<file path="config.mk">
export PLATFORM = sky130hd
export DESIGN_NAME = button_debouncer
export DESIGN_NICKNAME = d
export VERILOG_FILES = /design/src/rtl/debounce_pkg.sv /design/src/rtl/sync_ff.sv /design/src/rtl/button_debouncer.sv
export SDC_FILE = /design/constraint.sdc
export NUM_CORES = 1
export LEC_CHECK = 0
export CAP_MARGIN = 20
export CORE_AREA = 5 5 42 44
export DETAILED_ROUTE_END_ITERATION = 10
export DIE_AREA = 0 0 47 49
export HOLD_SLACK_MARGIN = 0.1
export SYNTH_ARGS = -nofsm -noshare
export SYNTH_HDL_FRONTEND = slang
export SYNTH_HIERARCHICAL = 1
export SYNTH_SLANG_ARGS = --single-unit
</file>
<file path="constraint.sdc">
create_clock -name clk -period 2.5 [get_ports clk]
set_input_delay 0.5 -clock clk [delete_from_list [all_inputs] [get_ports clk]]
set_output_delay 0.5 -clock clk [all_outputs]
set_load 0.02 [all_outputs]
</file>
<file path="src/rtl/debounce_pkg.sv">
`default_nettype none
// ============================================================================
// Module      : debounce_pkg
// Description : Shared state encodings, default constants and helpers for the
//               push-button debouncer and its synchronizer.
// Revision    : 1.0 - initial release
// ============================================================================
package debounce_pkg;

    // Debounce FSM states. The IDLE_* encodings carry the committed level in
    // bit 1, and WAIT_* states differ from their IDLE_* origin in bit 0.
    typedef enum logic [1:0] {
        IDLE_LOW  = 2'b00,
        WAIT_HIGH = 2'b01,
        IDLE_HIGH = 2'b11,
        WAIT_LOW  = 2'b10
    } deb_state_e;

    // Default synchronizer depth (must be >= 2).
    localparam int unsigned DEF_SYNC_STAGES     = 2;
    // Default number of consecutive stable cycles needed to commit a change.
    localparam int unsigned DEF_DEBOUNCE_CYCLES = 16;

    // True while a candidate level change is being qualified.
    function automatic logic is_wait_state(input deb_state_e st);
        return (st == WAIT_HIGH) || (st == WAIT_LOW);
    endfunction

endpackage : debounce_pkg
`default_nettype wire

</file>
<file path="src/rtl/sync_ff.sv">
`default_nettype none
// ============================================================================
// Module      : sync_ff
// Description : Plain N-flop synchronizer for a single asynchronous level.
//               No logic is placed between stages so that each flop gets a
//               full clock period to resolve metastability.
// Revision    : 1.0 - initial release
// ============================================================================
module sync_ff #(
    parameter int unsigned STAGES = 2
) (
    input  logic clk,
    input  logic rst_n,
    input  logic d,
    output logic q
);

    logic [STAGES-1:0] chain_q;

    // Shift the asynchronous input through the flop chain; reset clears it.
    always_ff @(posedge clk or negedge rst_n) begin
        if (!rst_n) begin
            chain_q <= '0;
        end else begin
            chain_q <= {chain_q[STAGES-2:0], d};
        end
    end

    assign q = chain_q[STAGES-1];

endmodule : sync_ff
`default_nettype wire

</file>
<file path="src/rtl/button_debouncer.sv">
`default_nettype none
// ============================================================================
// Module      : button_debouncer
// Description : Turns a bouncy asynchronous button level into a clean,
//               registered level in the clk domain. The raw input is first
//               synchronized, then a 4-state FSM only commits a new level
//               after it has been seen stable for DEBOUNCE_CYCLES cycles.
// Revision    : 1.0 - initial release
// ============================================================================
module button_debouncer
    import debounce_pkg::*;
#(
    parameter int unsigned SYNC_STAGES     = DEF_SYNC_STAGES,
    parameter int unsigned DEBOUNCE_CYCLES = DEF_DEBOUNCE_CYCLES
) (
    input  logic clk,
    input  logic rst_n,
    input  logic btn_in,
    output logic btn_clean,
    output logic busy
);

    // Counter just wide enough to reach DEBOUNCE_CYCLES-1.
    localparam int unsigned      CNT_W    = $clog2(DEBOUNCE_CYCLES);
    localparam logic [CNT_W-1:0] CNT_LAST = CNT_W'(DEBOUNCE_CYCLES - 1);
    localparam logic [CNT_W-1:0] CNT_ONE  = CNT_W'(1);

    logic             btn_sync;
    deb_state_e       state_q,  state_d;
    logic [CNT_W-1:0] cnt_q,    cnt_d;
    logic             clean_q,  clean_d;
    logic             busy_q,   busy_d;

    // Bring the raw button level into the clk domain.
    sync_ff #(
        .STAGES (SYNC_STAGES)
    ) u_sync (
        .clk   (clk),
        .rst_n (rst_n),
        .d     (btn_in),
        .q     (btn_sync)
    );

    // Next-state, counter and output decisions. The counter defaults to 0 so
    // that every IDLE state and every abort restarts qualification from scratch.
    always_comb begin
        state_d = state_q;
        cnt_d   = '0;
        clean_d = clean_q;

        case (state_q)
            IDLE_LOW: begin
                if (btn_sync) begin
                    state_d = WAIT_HIGH;
                end
            end

            WAIT_HIGH: begin
                if (!btn_sync) begin
                    // Bounce back to the committed level: abandon the candidate.
                    state_d = IDLE_LOW;
                end else if (cnt_q == CNT_LAST) begin
                    state_d = IDLE_HIGH;
                    clean_d = 1'b1;
                end else begin
                    cnt_d = cnt_q + CNT_ONE;
                end
            end

            IDLE_HIGH: begin
                if (!btn_sync) begin
                    state_d = WAIT_LOW;
                end
            end

            WAIT_LOW: begin
                if (btn_sync) begin
                    state_d = IDLE_HIGH;
                end else if (cnt_q == CNT_LAST) begin
                    state_d = IDLE_LOW;
                    clean_d = 1'b0;
                end else begin
                    cnt_d = cnt_q + CNT_ONE;
                end
            end

            default: begin
                // Any corrupted encoding falls back to a known released button.
                state_d = IDLE_LOW;
                clean_d = 1'b0;
            end
        endcase

        // busy is derived from the next state so it is registered alongside it.
        busy_d = is_wait_state(state_d);
    end

    // State, counter and registered outputs; reset clears all immediately.
    always_ff @(posedge clk or negedge rst_n) begin
        if (!rst_n) begin
            state_q <= IDLE_LOW;
            cnt_q   <= '0;
            clean_q <= 1'b0;
            busy_q  <= 1'b0;
        end else begin
            state_q <= state_d;
            cnt_q   <= cnt_d;
            clean_q <= clean_d;
            busy_q  <= busy_d;
        end
    end

    assign btn_clean = clean_q;
    assign busy      = busy_q;

endmodule : button_debouncer
`default_nettype wire
</file>
==> qor.txt <==
status = completed
Final Hold Fails = 0
Hold Path Origin = u_sync/chain_q[0]
GP Congestion = 0.710
clock power share = 23.6%
Switching Fraction = 35.2%
CTS max path bufs = 2
Unique masters post-synth = 20
layout cells sized above 1 = 11.8%
Rows = 14
largest net degree at the start of global routing = 11
die height = 49 um
Post-CTS Setup Inserts = 0
pwr dens = 1040 nW/um2
initial antenna violation count = 0
CP Buf/Inv Count = 1
Resized Gates After CTS = 0
DR vias = 327
P_leak = 0.000263 uW
commonest non-fill, non-tap cell in the layout = dfrtp_1
fmax = 571 MHz
Sequential Power Share = 37.0%
Startpoint Class = flip-flop
worst hold path type = reg2reg
Synth warnings = 6
Top delay family on crit path = buffers and inverters
dpl hpwl = 616 um
worst skew pair latency = 0.27 ns
Routed Antenna Nets = 0
starting density of the core = 34.9%
number of vias per cell = 4.88
clock root buffer = clkbuf_4
CTS tree = done
vias in the first global route = 299
internal power = 394 uW
all-layer global routing usage = 7.97%
Core Box Area = 1400 um2
DRT iter0 DRCs = 5
TritonRoute pass-1 iters = 3
syn nets = 51
RSZ-0062 raised after global routing = false
commonest non-fill, non-tap cells in the layout = dfrtp_1 (10), ha_1 (5), o21ai_0 (4), clkdlybuf4s50_1 (4)
CTS Buf Count = 3
Period minus WS final = 1.75 ns
Hold Path Stages = 0
cts hold-fix bufs = 0
Gate Count Post-Synth = 43
R2R Path Start = state_q[1]
Post-Route WL = 792 um
# setup viols final = 0
grt ovf = 0
first-pass GRT wire length = 1.32 mm
Crit Reg-Reg Endpoint = busy
register area share after synthesis = 51.2%
Net Switching = 214 uW
skew final = 0.00427 ns
Crit Path Class = reg2out
Worst Setup EP = btn_clean
Combinational Power Share = 39.4%
crit path cell chain = clkdlybuf4s50_1
Worst path depth = 1
aggregate negative setup slack = 0 ns
Cell Count Post-Placement = 63
data required time of the worst path = 2.00 ns
Rel. slew slack = 70.5%
Cell Area, Synth = 489 um2
clock slew at reported path FFs = 0.07 ns
CTS sink count = 10
Crit path largest cell delay = 0.61 ns
Peak supply drop = 0.505 mV
crit path from = btn_clean
fin cells = 67
DRC violations left = 0
Post-Place Cell Area = 549 um2
synth-to-layout area growth = 19.7%
H-tree depth = 1
Avg Inst Size Synth = 11.4 um2
synthesized flop and latch total = 10
ant diodes = 0
Die Area = 2300 um2
worst r2r path cells = 6
Worst-Margin Slew = 0.442 ns
routed len/inst = 11.8 um
IO buf count = 4
fin area = 586 um2
Data arrival, critical path = 1.25 ns
max-cap violations = 0
Die W = 47 um
CP max FO = 3
Worst setup EP type = output pin
# nets final = 60
Final Cycle Share = 70.0%
Slowest-stage cell, CP = clkdlybuf4s50_1
fin. max-slew vios = 0
IO Pins = 5
R2R setup slack = 0.90 ns
-- metrics by stage --
| step | hold slack [ns] | util, % | power (uW) | setup slack, ns |
|---|---|---|---|---|
| finish | 0.350 | 41.8 | 609 | 0.749 |
| global route | 0.371 | 41.8 | 663 | 0.718 |
| CTS | 0.353 | 41.8 | 618 | 0.737 |
| detailed placement | 0.339 | 39.2 | 472 | 0.894 |
| global placement | 0.340 | 39.2 | 470 | 0.913 |
| floorplan | 0.204 | - | 407 | 1.01 |
-- cell families after synthesis --
logic type               synth area share [%]
flip-flops                               51.2
buffers and inverters                    2.30
adder cells (fa/ha/maj)                  12.8
XOR/XNOR                                 5.37
AO/OA/AOI/OAI                            17.6
AND/OR/NAND/NOR                          10.7
-- Yosys cell counts, drive strengths merged --
cell     n  area (um2)
a21oi    1        5.00
ha       5        62.6
dfrtp   10         250
o221ai   1        8.76
and3     2        17.5
nor3     2        10.0
a31oi    1        6.26
o21ai    4        20.0
nand3    2        10.0
inv      3        11.3
nor2     1        3.75
a211oi   1        7.51
xor2     2        17.5
nand2    3        11.3
o41a     1        11.3
xnor2    1        8.76
o31ai    2        20.0
o21a     1        7.51
-- registers in the layout, indices dropped and copies added, names as in the netlist --
name and flops:
btn_clean 1, state_q 2, busy 1, u_sync/chain_q 2, cnt_q 4
-- how the worst min path moves through the flow --
stage,endpoint,slack [ns]
CTS,u_sync/chain_q[1],0.35
floorplan,btn_clean,0.20
finish,u_sync/chain_q[1],0.35
detailed placement,u_sync/chain_q[1],0.34
global placement,u_sync/chain_q[1],0.34
global route,u_sync/chain_q[1],0.37
-- power groups by stage --
stage	clock, uW	combinational [uW]	sequential (uW)
after floorplan	0	172	235
after global placement	0	243	227
after detailed placement	0	243	229
after CTS	149	243	226
after global routing	157	276	231
final	144	239	225
-- layout make-up --
cell class              count  area (um2)
fillers                   149         816
well taps                  16        20.0
clock buffers               4        36.3
inverters                   3        11.3
flip-flops and latches     10         250
multi-input cells          30         228
repair buffers              4        40.0
-- per-layer routing --
| layer | global-route usage [%] | share of wire (%) |
|---|---|---|
| met5 | 0 | 0 |
| met4 | 1.38 | 0 |
| met3 | 5.90 | 7.1 |
| met2 | 9.95 | 42 |
| met1 | 11.1 | 50 |
(Power assumes the default switching activity.)
